### config.mk
export PLATFORM = sky130hd
export DESIGN_NAME = aucohl_tmr32_shadow_flat
export DESIGN_NICKNAME = d
export VERILOG_FILES = /design/src/rtl/aucohl_tmr32_shadow_if.sv /design/src/rtl/aucohl_tmr32_shadow.sv /design/src/flat_wrapper.sv
export SDC_FILE = /design/constraint.sdc
export NUM_CORES = 1
export LEC_CHECK = 0
export ABC_AREA = 1
export ABC_CLOCK_PERIOD_IN_PS = 3650
export BUFFER_PORTS_ARGS = -buffer_cell sky130_fd_sc_hd__buf_2
export CORE_MARGIN = 8
export CORE_UTILIZATION = 60
export DETAILED_ROUTE_END_ITERATION = 6
export PLACE_DENSITY = 0.85
export SYNTH_ARGS = -nofsm -noshare
export SYNTH_HDL_FRONTEND = slang
export SYNTH_SLANG_ARGS = --single-unit
### constraint.sdc
create_clock -name clk -period 3.65 [get_ports clk]
set_input_delay 0.365 -clock clk [delete_from_list [all_inputs] [get_ports clk]]
set_output_delay 0.365 -clock clk [all_outputs]
set_load 0.02 [all_outputs]
### src/rtl/aucohl_tmr32_shadow_if.sv
// Configuration bus between the register front-end and the timer shadow stage.
// wr_en and force_upd are single-cycle strobes that are always accepted: there is no ready, and each high cycle is one command.
interface aucohl_tmr32_shadow_if #(
  parameter int PRW = 16
);
  logic           wr_en;
  logic [1:0]     wr_sel;
  logic [31:0]    wr_data;
  logic           upd_mode;
  logic           force_upd;
  logic           tmr_en;
  logic           timeout_flag;
  logic [31:0]    tmr_reload;
  logic [31:0]    cmpx;
  logic [31:0]    cmpy;
  logic [PRW-1:0] prescaler;
  logic [3:0]     pending;
  logic           upd_pulse;

  modport master (
    output wr_en, wr_sel, wr_data, upd_mode, force_upd, tmr_en, timeout_flag,
    input  tmr_reload, cmpx, cmpy, prescaler, pending, upd_pulse
  );

  modport slave (
    input  wr_en, wr_sel, wr_data, upd_mode, force_upd, tmr_en, timeout_flag,
    output tmr_reload, cmpx, cmpy, prescaler, pending, upd_pulse
  );
endinterface

### src/rtl/aucohl_tmr32_shadow.sv
// Double-buffered reload/compare/prescaler registers for the 32-bit timer core.
// Shadows move to the active copies together, so the core never sees a half-updated period.
module aucohl_tmr32_shadow #(
  parameter int PRW = 16
) (
  input  logic                  clk,
  input  logic                  rst,
  aucohl_tmr32_shadow_if.slave  bus
);

  localparam logic [1:0] SEL_RELOAD = 2'd0;
  localparam logic [1:0] SEL_CMPX   = 2'd1;
  localparam logic [1:0] SEL_CMPY   = 2'd2;
  localparam logic [1:0] SEL_PRESC  = 2'd3;

  logic [31:0]    reload_sh_q, reload_sh_d;
  logic [31:0]    cmpx_sh_q, cmpx_sh_d;
  logic [31:0]    cmpy_sh_q, cmpy_sh_d;
  logic [PRW-1:0] presc_sh_q, presc_sh_d;
  logic [31:0]    reload_act_q, reload_act_d;
  logic [31:0]    cmpx_act_q, cmpx_act_d;
  logic [31:0]    cmpy_act_q, cmpy_act_d;
  logic [PRW-1:0] presc_act_q, presc_act_d;
  logic [3:0]     pending_q, pending_d;
  logic           timeout_q, timeout_d;
  logic           upd_pulse_q, upd_pulse_d;

  logic bnd;
  logic xfer;
  logic do_xfer;

  always_comb begin
    reload_sh_d  = reload_sh_q;
    cmpx_sh_d    = cmpx_sh_q;
    cmpy_sh_d    = cmpy_sh_q;
    presc_sh_d   = presc_sh_q;
    reload_act_d = reload_act_q;
    cmpx_act_d   = cmpx_act_q;
    cmpy_act_d   = cmpy_act_q;
    presc_act_d  = presc_act_q;
    pending_d    = pending_q;
    timeout_d    = bus.timeout_flag;

    // Only the first clock of a multi-cycle timeout_flag high is a period boundary.
    bnd     = bus.timeout_flag & ~timeout_q;
    xfer    = bus.force_upd | ~bus.tmr_en | ~bus.upd_mode | bnd;
    do_xfer = xfer & (|pending_q);
    upd_pulse_d = do_xfer;

    if (do_xfer) begin
      if (pending_q[SEL_RELOAD]) reload_act_d = reload_sh_q;
      if (pending_q[SEL_CMPX])   cmpx_act_d   = cmpx_sh_q;
      if (pending_q[SEL_CMPY])   cmpy_act_d   = cmpy_sh_q;
      if (pending_q[SEL_PRESC])  presc_act_d  = presc_sh_q;
      pending_d = 4'b0000;
    end

    // A write in the transfer cycle lands after the old shadow was copied, so it stays pending.
    if (bus.wr_en) begin
      case (bus.wr_sel)
        SEL_RELOAD: reload_sh_d = bus.wr_data;
        SEL_CMPX:   cmpx_sh_d   = bus.wr_data;
        SEL_CMPY:   cmpy_sh_d   = bus.wr_data;
        SEL_PRESC:  presc_sh_d  = bus.wr_data[PRW-1:0];
        default:    reload_sh_d = reload_sh_q;
      endcase
      pending_d[bus.wr_sel] = 1'b1;
    end
  end

  always_ff @(posedge clk) begin
    if (rst) begin
      reload_sh_q  <= '0;
      cmpx_sh_q    <= '0;
      cmpy_sh_q    <= '0;
      presc_sh_q   <= '0;
      reload_act_q <= '0;
      cmpx_act_q   <= '0;
      cmpy_act_q   <= '0;
      presc_act_q  <= '0;
      pending_q    <= '0;
      timeout_q    <= 1'b0;
      upd_pulse_q  <= 1'b0;
    end else begin
      reload_sh_q  <= reload_sh_d;
      cmpx_sh_q    <= cmpx_sh_d;
      cmpy_sh_q    <= cmpy_sh_d;
      presc_sh_q   <= presc_sh_d;
      reload_act_q <= reload_act_d;
      cmpx_act_q   <= cmpx_act_d;
      cmpy_act_q   <= cmpy_act_d;
      presc_act_q  <= presc_act_d;
      pending_q    <= pending_d;
      timeout_q    <= timeout_d;
      upd_pulse_q  <= upd_pulse_d;
    end
  end

  assign bus.tmr_reload = reload_act_q;
  assign bus.cmpx       = cmpx_act_q;
  assign bus.cmpy       = cmpy_act_q;
  assign bus.prescaler  = presc_act_q;
  assign bus.pending    = pending_q;
  assign bus.upd_pulse  = upd_pulse_q;

endmodule

### src/flat_wrapper.sv
// flat-port wrapper written by rule: the top's interface ports become plain ports
module aucohl_tmr32_shadow_flat 
#(
  parameter int PRW = 16
)
  (clk, rst, bus_wr_en, bus_wr_sel, bus_wr_data, bus_upd_mode, bus_force_upd, bus_tmr_en, bus_timeout_flag, bus_tmr_reload, bus_cmpx, bus_cmpy, bus_prescaler, bus_pending, bus_upd_pulse);
  aucohl_tmr32_shadow_if #(.PRW(PRW)) bus_i ();
  input  logic clk;
  input  logic rst;
  input wire logic [$bits(bus_i.wr_en)-1:0] bus_wr_en;
  input wire logic [$bits(bus_i.wr_sel)-1:0] bus_wr_sel;
  input wire logic [$bits(bus_i.wr_data)-1:0] bus_wr_data;
  input wire logic [$bits(bus_i.upd_mode)-1:0] bus_upd_mode;
  input wire logic [$bits(bus_i.force_upd)-1:0] bus_force_upd;
  input wire logic [$bits(bus_i.tmr_en)-1:0] bus_tmr_en;
  input wire logic [$bits(bus_i.timeout_flag)-1:0] bus_timeout_flag;
  output wire logic [$bits(bus_i.tmr_reload)-1:0] bus_tmr_reload;
  output wire logic [$bits(bus_i.cmpx)-1:0] bus_cmpx;
  output wire logic [$bits(bus_i.cmpy)-1:0] bus_cmpy;
  output wire logic [$bits(bus_i.prescaler)-1:0] bus_prescaler;
  output wire logic [$bits(bus_i.pending)-1:0] bus_pending;
  output wire logic [$bits(bus_i.upd_pulse)-1:0] bus_upd_pulse;
  assign bus_i.wr_en = bus_wr_en;
  assign bus_i.wr_sel = bus_wr_sel;
  assign bus_i.wr_data = bus_wr_data;
  assign bus_i.upd_mode = bus_upd_mode;
  assign bus_i.force_upd = bus_force_upd;
  assign bus_i.tmr_en = bus_tmr_en;
  assign bus_i.timeout_flag = bus_timeout_flag;
  assign bus_tmr_reload = bus_i.tmr_reload;
  assign bus_cmpx = bus_i.cmpx;
  assign bus_cmpy = bus_i.cmpy;
  assign bus_prescaler = bus_i.prescaler;
  assign bus_pending = bus_i.pending;
  assign bus_upd_pulse = bus_i.upd_pulse;
  aucohl_tmr32_shadow #(.PRW(PRW)) u_core (.clk(clk), .rst(rst), .bus(bus_i));
endmodule
==> flow_summary_export.csv <==
group,metric,value,unit
status,outcome,"completed",
drt,drt_iter0_markers,809,
drt,routed_via_density,5.33,
placed_design,gp_congestion,0.847,
placed_design,dpl.hpwl,15700,µm
final_layout,fin_area,10600,µm²
cts,htreeDepth,1,
global_route,grt_pass1_vias,7868,
drt,maxUsedRoutingLayer,"met4",
sta,tns,0,ps
job,cap_violations,0,
floorplan,start_util,0.607,
cts,post_cts_buffers,0,
worst_setup_path,crit_path_start_kind,"flop",
final_layout,area_delta_synth_final,16.6,%
drt,wl_met1,9970,µm
sta,clock_skew,23.8,ps
worst_setup_path,path_cells,"inv_1, nand2_1, nand2_4, nand3_1, nand2_1, inv_1, nor2_1",
logic_synthesis,yosysMostFrequentCell,"inv_1",
sta,max_freq,453,MHz
worst_setup_path,worstSetupPathType,"flop to flop",
sta,finalHoldViolCount,0,
cts,clk_latency,520,ps
floorplan,die-width,139,µm
cts,cts_hold_buf,0,
worst_setup_path,critPathMaxFanout,32,
worst_setup_path,arrival,2660,ps
drt,drc,0,
logic_synthesis,synth_seq_area_share,0.505,
logic_synthesis,async_reset_ff_frac,0,
worst_setup_path,worstRegToRegCells,7,
logic_synthesis,synth_top_area_frac,0.505,
sta,rsz0062_at_grt,"false",
sta,drv_slew,0,
placed_design,io_buffers,157,
logic_synthesis,yosys_warnings,0,
drt,drt_wl_total,24500,µm
worst_hold_path,min_path_type,"primary input to flop",
logic_synthesis,syn-cell-area,9130,µm²
sta,period_needed,2210,ps
drt,wl_met2,11500,µm
logic_synthesis,ys_ff_latch,230,
cts,ctsResizeCount,0,
drt,wl_met3,2280,µm
cts,cts_tree,"done",
drt,first_pass_iters,6,
power,p_leak,4.86,nW
floorplan,rows,45,
power,p_per_area,535,nW/µm²
final_layout,drive_gt1_frac,0.155,
final_layout,fin_nets,1408,
power,p_total,5.70,mW
worst_setup_path,slowest_delay,910,ps
logic_synthesis,yosys.cell_types.count,17,
floorplan,die_h,139,µm
logic_synthesis,syn-num-nets,1307,
global_route,grt_max_degree,113,
final_layout,fill_cells,1148,
sta,worstMarginPinSlew,1160,ps
worst_setup_path,end_kind,"flop",
sta,setup_ws,1440,ps
drt,ant_nets,0,
floorplan,core,15000,µm²
global_route,grt_first_pass_wirelength,39200,µm
cts,clockBufferDepth,3,
logic_synthesis,avgSynthCellArea,7.21,µm²
floorplan,fp.dieArea,19400,µm²
logic_synthesis,yosys_most_used_dff,"dfxtp_1",
cts,clk_pin_slew,60,ps
cts,clkSinkCount,230,
power,ir_drop,347,µV
drt,wl_per_cell,15.6,µm
global_route,antenna_found_initial,0,
cts,clockRootBuffer,"clkbuf_16",
sta,fin_crit_sh,0.604,
sta,max_slew_margin,0.226,
worst_setup_path,crit_required,4100,ps
worst_hold_path,whs_path_depth,3,
cts,cts_buffers,23,
worst_setup_path,worst_path_max_delay_cell,"nand3_1",
floorplan,top_level_ports,158,
logic_synthesis,synth_area_leaders,"dfxtp_1 50%, inv_1 9.9%, nand2_1 8.3%, a21oi_1 6.4%, nor2_1 6.2%",
logic_synthesis,synth_largest_area_cell,"dfxtp_1",
logic_synthesis,synth_common_cells,"241 x inv_1, 230 x dfxtp_1, 201 x nand2_1, 150 x nor2_1, 116 x a21oi_1",
global_route,grt_overflow,0,
drt,vias,8374,
sta,finalSetupViolCount,0,
global_route,grt_usage,0.243,
placed_design,dpl_worst_slack,1320,ps
final_layout,diodes,0,
sta,hold_ws,70.4,ps
placed_design,place_area,9830,µm²
logic_synthesis,synth_edf_count,0,
logic_synthesis,syn_inst,1266,
[final cells by class]
class | instances | area (µm²) | area share
Sequential cell | 230 | 4600 | 0.433
Timing Repair Buffer | 169 | 888 | 0.0835
Clock inverter | 12 | 169 | 0.0159
Inverter | 244 | 918 | 0.0863
Tap cell | 188 | 235 | 0.0221
Multi-Input combinational cell | 699 | 3180 | 0.299
Clock buffer | 30 | 642 | 0.0603
[layer usage]
layer | vias to the layer above | GRT usage
li1 | 4130 | -
met1 | 3804 | 0.304
met2 | 378 | 0.400
met3 | 62 | 0.0561
met4 | 0 | 0.0942
met5 | - | 0
[sequential cells by signal, indices dropped and copies added, names as in the netlist]
signal,flops
u_core.reload_sh_q,32
u_core.cmpy_sh_q,32
u_core.bus.prescaler,16
u_core.bus.cmpy,32
u_core.presc_sh_q,16
u_core.bus.cmpx,32
u_core.bus.pending,4
u_core.bus.tmr_reload,32
u_core.cmpx_sh_q,32
u_core.timeout_q,1
u_core.bus.upd_pulse,1
[logic make-up after synthesis]
kind of cell | after synthesis | share of synthesized area
AND/OR/NAND/NOR | 471 | 0.223
AO/OA/AOI/OAI | 228 | 0.125
flip-flops | 230 | 0.505
buffers and inverters | 337 | 0.147
[where the power goes]
part / switching, mW / internal, mW / total, mW
Combinational: 0.379 / 0.152 / 0.531
Sequential: 0.0396 / 2.61 / 2.65
Clock: 0.989 / 1.53 / 2.52
Total: 1.41 / 4.29 / 5.70
[worst max-delay path, delay by kind of cell, from the launching register on]
family                 cells  cell delay, ps
buffers and inverters      2             110
flip-flops                 1             300
AND/OR/NAND/NOR            5            1710
[final timing paths]
path	start	end	slack (ps)
worst max-delay path	u_core.timeout_q$_SDFF_PP0_	u_core.bus.cmpx[7]$_SDFFE_PP0P_	1440
worst min-delay path	bus_timeout_flag	u_core.timeout_q$_SDFF_PP0_	70
worst min register to register	u_core.cmpx_sh_q[31]$_SDFFE_PP0P_	u_core.cmpx_sh_q[31]$_SDFFE_PP0P_	450
worst max register to register	u_core.timeout_q$_SDFF_PP0_	u_core.bus.cmpx[7]$_SDFFE_PP0P_	1440
[through the flow]
step	utilization	instances
finish	0.708	1572
global route	0.708	1572
CTS	0.708	1572
detailed placement	0.654	1530
global placement	0.654	1530
floorplan	-	1266
[cell usage in the layout (no fill, tap or decap), types with 3 or more instances in the layout]
| cell type | n |
|---|---|
| a21oi_1 | 116 |
| buf_2 | 157 |
| buf_4 | 11 |
| bufinv_16 | 4 |
| clkbuf_1 | 3 |
| clkbuf_16 | 23 |
| clkbuf_8 | 4 |
| clkinv_2 | 5 |
| dfxtp_1 | 230 |
| inv_1 | 240 |
| inv_2 | 3 |
| nand2_1 | 201 |
| nand3_1 | 35 |
| nand4_1 | 80 |
| nor2_1 | 150 |
| o21ai_0 | 112 |
(Power assumes the default switching activity.)
